$ cat src/rtl/alu_16bit_seq.sv
// Sequential controller for an external 16-bit ALU: accepts one request, steps the ALU
// through one or two cycles (two for signed set-less-than) and holds the response until it is taken.
module alu_16bit_seq (
  input  logic        clk,
  input  logic        rst,
  input  logic        op_valid,
  output logic        op_ready,
  input  logic [2:0]  op_code,
  input  logic [15:0] op_a,
  input  logic [15:0] op_b,
  output logic        res_valid,
  input  logic        res_ready,
  output logic [15:0] res_data,
  output logic        res_zero,
  output logic        res_carry,
  output logic        res_ovf,
  output logic        res_err,
  output logic [15:0] alu_a,
  output logic [15:0] alu_b,
  output logic        alu_cin,
  output logic        alu_binv,
  output logic        alu_sel1,
  output logic        alu_sel0,
  output logic [15:0] alu_less,
  input  logic [15:0] alu_result,
  input  logic        alu_co
);

  typedef enum logic [1:0] {IDLE, EXEC, SLT2, DONE} state_t;
  typedef enum logic [2:0] {
    OP_AND = 3'b000,
    OP_OR  = 3'b001,
    OP_ADD = 3'b010,
    OP_SUB = 3'b110,
    OP_SLT = 3'b111
  } op_t;

  state_t      state;
  logic [15:0] a_q;
  logic [15:0] b_q;
  logic [2:0]  op_q;
  logic        lt;

  logic        is_slt;
  logic        is_addsub;
  logic        is_legal;
  logic        ovf;

  always_comb begin
    is_slt    = (op_q == OP_SLT);
    is_addsub = (op_q == OP_ADD) || (op_q == OP_SUB);
    is_legal  = is_addsub || is_slt || (op_q == OP_AND) || (op_q == OP_OR);
  end

  // ALU drives are a pure decode of the registered state and latched request.
  always_comb begin
    alu_a    = '0;
    alu_b    = '0;
    alu_cin  = 1'b0;
    alu_binv = 1'b0;
    alu_sel1 = 1'b0;
    alu_sel0 = 1'b0;
    alu_less = '0;
    case (state)
      EXEC: begin
        alu_a = a_q;
        alu_b = b_q;
        case (op_q)
          OP_OR:  alu_sel0 = 1'b1;
          OP_ADD: alu_sel1 = 1'b1;
          OP_SUB, OP_SLT: begin
            alu_binv = 1'b1;
            alu_cin  = 1'b1;
            alu_sel1 = 1'b1;
          end
          default: ;
        endcase
      end
      SLT2: begin
        alu_a    = a_q;
        alu_b    = b_q;
        alu_binv = 1'b1;
        alu_cin  = 1'b1;
        alu_sel1 = 1'b1;
        alu_sel0 = 1'b1;
        alu_less = {15'b0, lt};
      end
      default: ;
    endcase
  end

  // Signed overflow of a + b' where b' is the operand as actually presented to the adder.
  always_comb begin
    ovf = (a_q[15] == (b_q[15] ^ alu_binv)) && (alu_result[15] != a_q[15]);
  end

  always_ff @(posedge clk or posedge rst) begin
    if (rst) begin
      state     <= IDLE;
      op_ready  <= 1'b1;
      res_valid <= 1'b0;
      res_data  <= '0;
      res_zero  <= 1'b0;
      res_carry <= 1'b0;
      res_ovf   <= 1'b0;
      res_err   <= 1'b0;
      a_q       <= '0;
      b_q       <= '0;
      op_q      <= '0;
      lt        <= 1'b0;
    end else begin
      case (state)
        IDLE: begin
          if (op_valid) begin
            a_q      <= op_a;
            b_q      <= op_b;
            op_q     <= op_code;
            op_ready <= 1'b0;
            state    <= EXEC;
          end
        end
        EXEC: begin
          if (is_slt) begin
            lt    <= alu_result[15] ^ ovf;
            state <= SLT2;
          end else begin
            if (is_legal) begin
              res_data  <= alu_result;
              res_zero  <= (alu_result == '0);
              res_carry <= alu_co;
              res_ovf   <= is_addsub & ovf;
              res_err   <= 1'b0;
            end else begin
              res_data  <= '0;
              res_zero  <= 1'b0;
              res_carry <= 1'b0;
              res_ovf   <= 1'b0;
              res_err   <= 1'b1;
            end
            res_valid <= 1'b1;
            state     <= DONE;
          end
        end
        SLT2: begin
          res_data  <= alu_result;
          res_zero  <= (alu_result == '0);
          res_carry <= 1'b0;
          res_ovf   <= 1'b0;
          res_err   <= 1'b0;
          res_valid <= 1'b1;
          state     <= DONE;
        end
        DONE: begin
          if (res_ready) begin
            res_valid <= 1'b0;
            op_ready  <= 1'b1;
            state     <= IDLE;
          end
        end
        default: state <= IDLE;
      endcase
    end
  end

endmodule
$ cat config.mk
export PLATFORM = sky130hd
export DESIGN_NAME = alu_16bit_seq
export DESIGN_NICKNAME = d
export VERILOG_FILES = /design/src/rtl/alu_16bit_seq.sv
export SDC_FILE = /design/constraint.sdc
export NUM_CORES = 1
export LEC_CHECK = 0
export ABC_AREA = 1
export CAP_MARGIN = 20
export CORE_UTILIZATION = 45
export CTS_BUF_LIST = sky130_fd_sc_hd__clkbuf_8
export DETAILED_ROUTE_END_ITERATION = 10
export PLACE_DENSITY = 0.95
export REMOVE_ABC_BUFFERS = 1
export SYNTH_ARGS = -nofsm -noshare
export SYNTH_HDL_FRONTEND = slang
export SYNTH_SLANG_ARGS = --single-unit
export TNS_END_PERCENT = 50
$ cat constraint.sdc
create_clock -name clk -period 3.25 [get_ports clk]
set_clock_uncertainty 0.2 [all_clocks]
set_input_delay 0.65 -clock clk [delete_from_list [all_inputs] [get_ports clk]]
set_output_delay 0.65 -clock clk [all_outputs]
set_load 0.01 [all_outputs]
==> flow_metrics.tcl, run 1 <==
set metrics [dict create \
    setup_tns_ns 0 \
    grt_usage 0.210 \
    core_um2 6390 \
    drive_gt1_frac 0.154 \
    io_pins 130 \
    ir_drop_uv 1060 \
    yosys_warnings 0 \
    hold_viol_final 0 \
    hp-start "res_data[2]" \
    cellLeakagePower_nw 2.19 \
    grt_max_degree 40 \
    finalCoreUtilization 0.670 \
    layout_setup_ws_ns 0.234 \
    cts_resized 0 \
    grt_pass1_wl_mm 11.7 \
    critPathKind "reg -> out" \
    globalplace.congestion 0.885 \
    insertion_delay_ns 0.32 \
    r2r_cells 6 \
    h-tree-depth 3 \
    tightest_slew_ns 0.849 \
    crit_required_ns 2.40 \
    ys_types 26 \
    synth-seq-cells 60 \
    synth_top_cell_by_area "dfrtp_1" \
    r2r-start "state[0]" \
    path_clk_slew_ns 0.06 \
    clock-sinks 60 \
    ys_seq_area_frac 0.501 \
    cts_buffers 9 \
    hold_buffers 0 \
    regToRegSetupSlack_ns 1.22 \
    max_slew_margin 0.434 \
    grt_pass1_vias 2536 \
    endpoint_kind "output port" \
    diodes 0 \
    syn_avg_cell_area_um2 9.29 \
    start_util 0.470 \
    period_needed_ns 3.02 \
    drc_errors 0 \
    routed_wl_mm 6.91 \
    wl_per_cell_um 13.3 \
    path_cells "inv_1, ha_1, nor2_1, nor2_1, nand2_1, inv_1, clkdlybuf4s50_1" \
    syn_area_um2 3000 \
    cap_violations 0 \
    hpwl_mm 5.15 \
    synth_area_leaders "dfrtp_1, mux2_2, nand2_1, inv_1, buf_4" \
    portBuffers 114 \
    p_per_area_nw_per_um2 1050 \
    fin_nets 498 \
    cp_slowest_cell "clkdlybuf4s50_1" \
    status "finished, final reports clean" \
    cp_data_arrival_time_ns 2.17 \
    cts_tree "built" \
    synthCells 323 \
    slew_viol_final 0 \
    fin_crit_sh 0.928 \
    detail-route-antenna-nets 0 \
    worst_setup_path_start_kind "register" \
    max_freq_mhz 332 \
    rows 29 \
    min_path_type "reg -> reg" \
    rsz0062_at_grt "no" \
    clockBufferDepth 2 \
    drt_first_iter_violations 120 \
    critical_path.max_fanout 5 \
    die-area_um2 6990 \
    dr_total_vias 2484 \
    post_cts_buffers 0 \
    rr_endpoint "res_ovf" \
    slowest_delay_ns 0.53 \
    antenna_found_initial 0 \
    vias_per_cell 4.79 \
    setup_viol 0 \
    hold_end "res_data[2]" \
    firstDrtPassIters 5 \
    ctsRootBufferMaster "clkbuf_8" \
    chipHeight_um 83.6 \
    whs_path_depth 2 \
    die_w_um 83.6 \
    area_growth_pct 42.7 \
    grt.overflow.total 0 \
    synth_top_area_share 0.492 \
    place_worst_setup_slack_ns 0.566 \
]
[stage by stage]
| stage | cell area, µm² | instances | hold slack, ns | power [W] |
|---|---|---|---|---|
| floorplan | 2860 | 310 | 0.249 | 0.00271 |
| global placement | 4130 | 504 | 0.268 | 0.00389 |
| detailed placement | 4130 | 504 | 0.273 | 0.00399 |
| CTS | 4280 | 519 | 0.288 | 0.00454 |
| global route | 4280 | 519 | 0.302 | 0.00484 |
| finish | 4280 | 519 | 0.285 | 0.00449 |
[logic make-up (layout without fill, tap and decap cells)]
group / after synthesis / after routing / share of synthesized area
DFF: 60 / 60 / 0.501
and+or+nand+nor: 102 / 102 / 0.146
AOI/OAI and AO/OA: 34 / 34 / 0.0709
other: 1 / 15 / 0.00125
adders and majority gates: 4 / 4 / 0.0167
buffers and inverters: 91 / 196 / 0.145
muxes: 31 / 31 / 0.119
[sequential cells by signal (all words and copies together), names as in the netlist, 2 cells and up]
signal and count:
op_q 3, a_q 16, state 2, b_q 16
res_data 16
[worst max-delay path, delay by kind of cell (launching register included)]
kind,cells,cell delay (ns)
buf+inv,3,0.73
simple gates,3,0.43
flops,1,0.43
fa+ha+maj,1,0.26
[cells in the mapped netlist]
library cell,number
o21a_1,2
o21ai_0,16
dfrtp_1,59
a21oi_1,6
nand2_2,2
dfstp_2,1
o21ai_2,10
nand3_1,11
buf_2,5
inv_1,62
nor2_2,2
mux2_4,2
nor2_1,11
nand3_2,1
nand2_4,1
nand4_1,5
inv_2,2
clkbuf_1,3
nand2_1,67
buf_12,1
buf_4,17
mux2_2,29
buf_6,1
or2_2,2
conb_1,1
ha_1,4
[area by class of cell]
cell class	instances	area, µm²
sequential	60	1500
fill	545	2110
clock inverter	6	26.3
clock buffer	9	124
tap	77	96.3
multi-input combinational	186	1110
inverter	64	240
timing repair buffer	117	1180
[metal layers]
metal / vias up / global-route usage / share of wire
met5: - / 0 / 0
li1: 1185 / - / -
met4: 0 / 0.0817 / 0.018
met3: 14 / 0.0455 / 0.061
met1: 1185 / 0.249 / 0.39
met2: 100 / 0.369 / 0.53
[report_power, final]
| part | switching [W] | internal (W) |
|---|---|---|
| Sequential | 0.000213 | 0.00112 |
| Combinational | 0.00129 | 0.00134 |
| Clock | 0.000267 | 0.000260 |
| Total | 0.00177 | 0.00272 |
[worst max-delay path by stage]
stage,from,end
floorplan,state[1],alu_binv
global placement,state[1],alu_b[15]
detailed placement,state[1],alu_cin
CTS,state[1],alu_b[15]
global route,state[1],alu_b[15]
finish,state[1],alu_cin
[cells in the final DEF, fill, tap and decap left out, drive strengths merged]
cell type / synthesis / layout
a21oi: 6 / 6
buf: 24 / 3
clkbuf: 3 / 9
clkdlybuf4s50: 0 / 114
clkinv: 0 / 3
conb: 1 / 15
dfrtp: 59 / 59
dfstp: 1 / 1
ha: 4 / 4
inv: 64 / 67
mux2: 31 / 31
nand2: 70 / 70
nand3: 12 / 12
nand4: 5 / 5
nor2: 13 / 13
o21a: 2 / 2
o21ai: 26 / 26
or2: 2 / 2
(Power assumes the default switching activity.)
==> inputs of run 2 (changes only) <==
--- a/config.mk
+++ b/config.mk
@@ -12,6 +12,7 @@
 export DETAILED_ROUTE_END_ITERATION = 10
 export PLACE_DENSITY = 0.95
 export REMOVE_ABC_BUFFERS = 1
+export SLEW_MARGIN = 20
 export SYNTH_ARGS = -nofsm -noshare
 export SYNTH_HDL_FRONTEND = slang
 export SYNTH_SLANG_ARGS = --single-unit
==> results of run 2 <==
The final DEF is identical to that of run 1; final timing and power are the same.
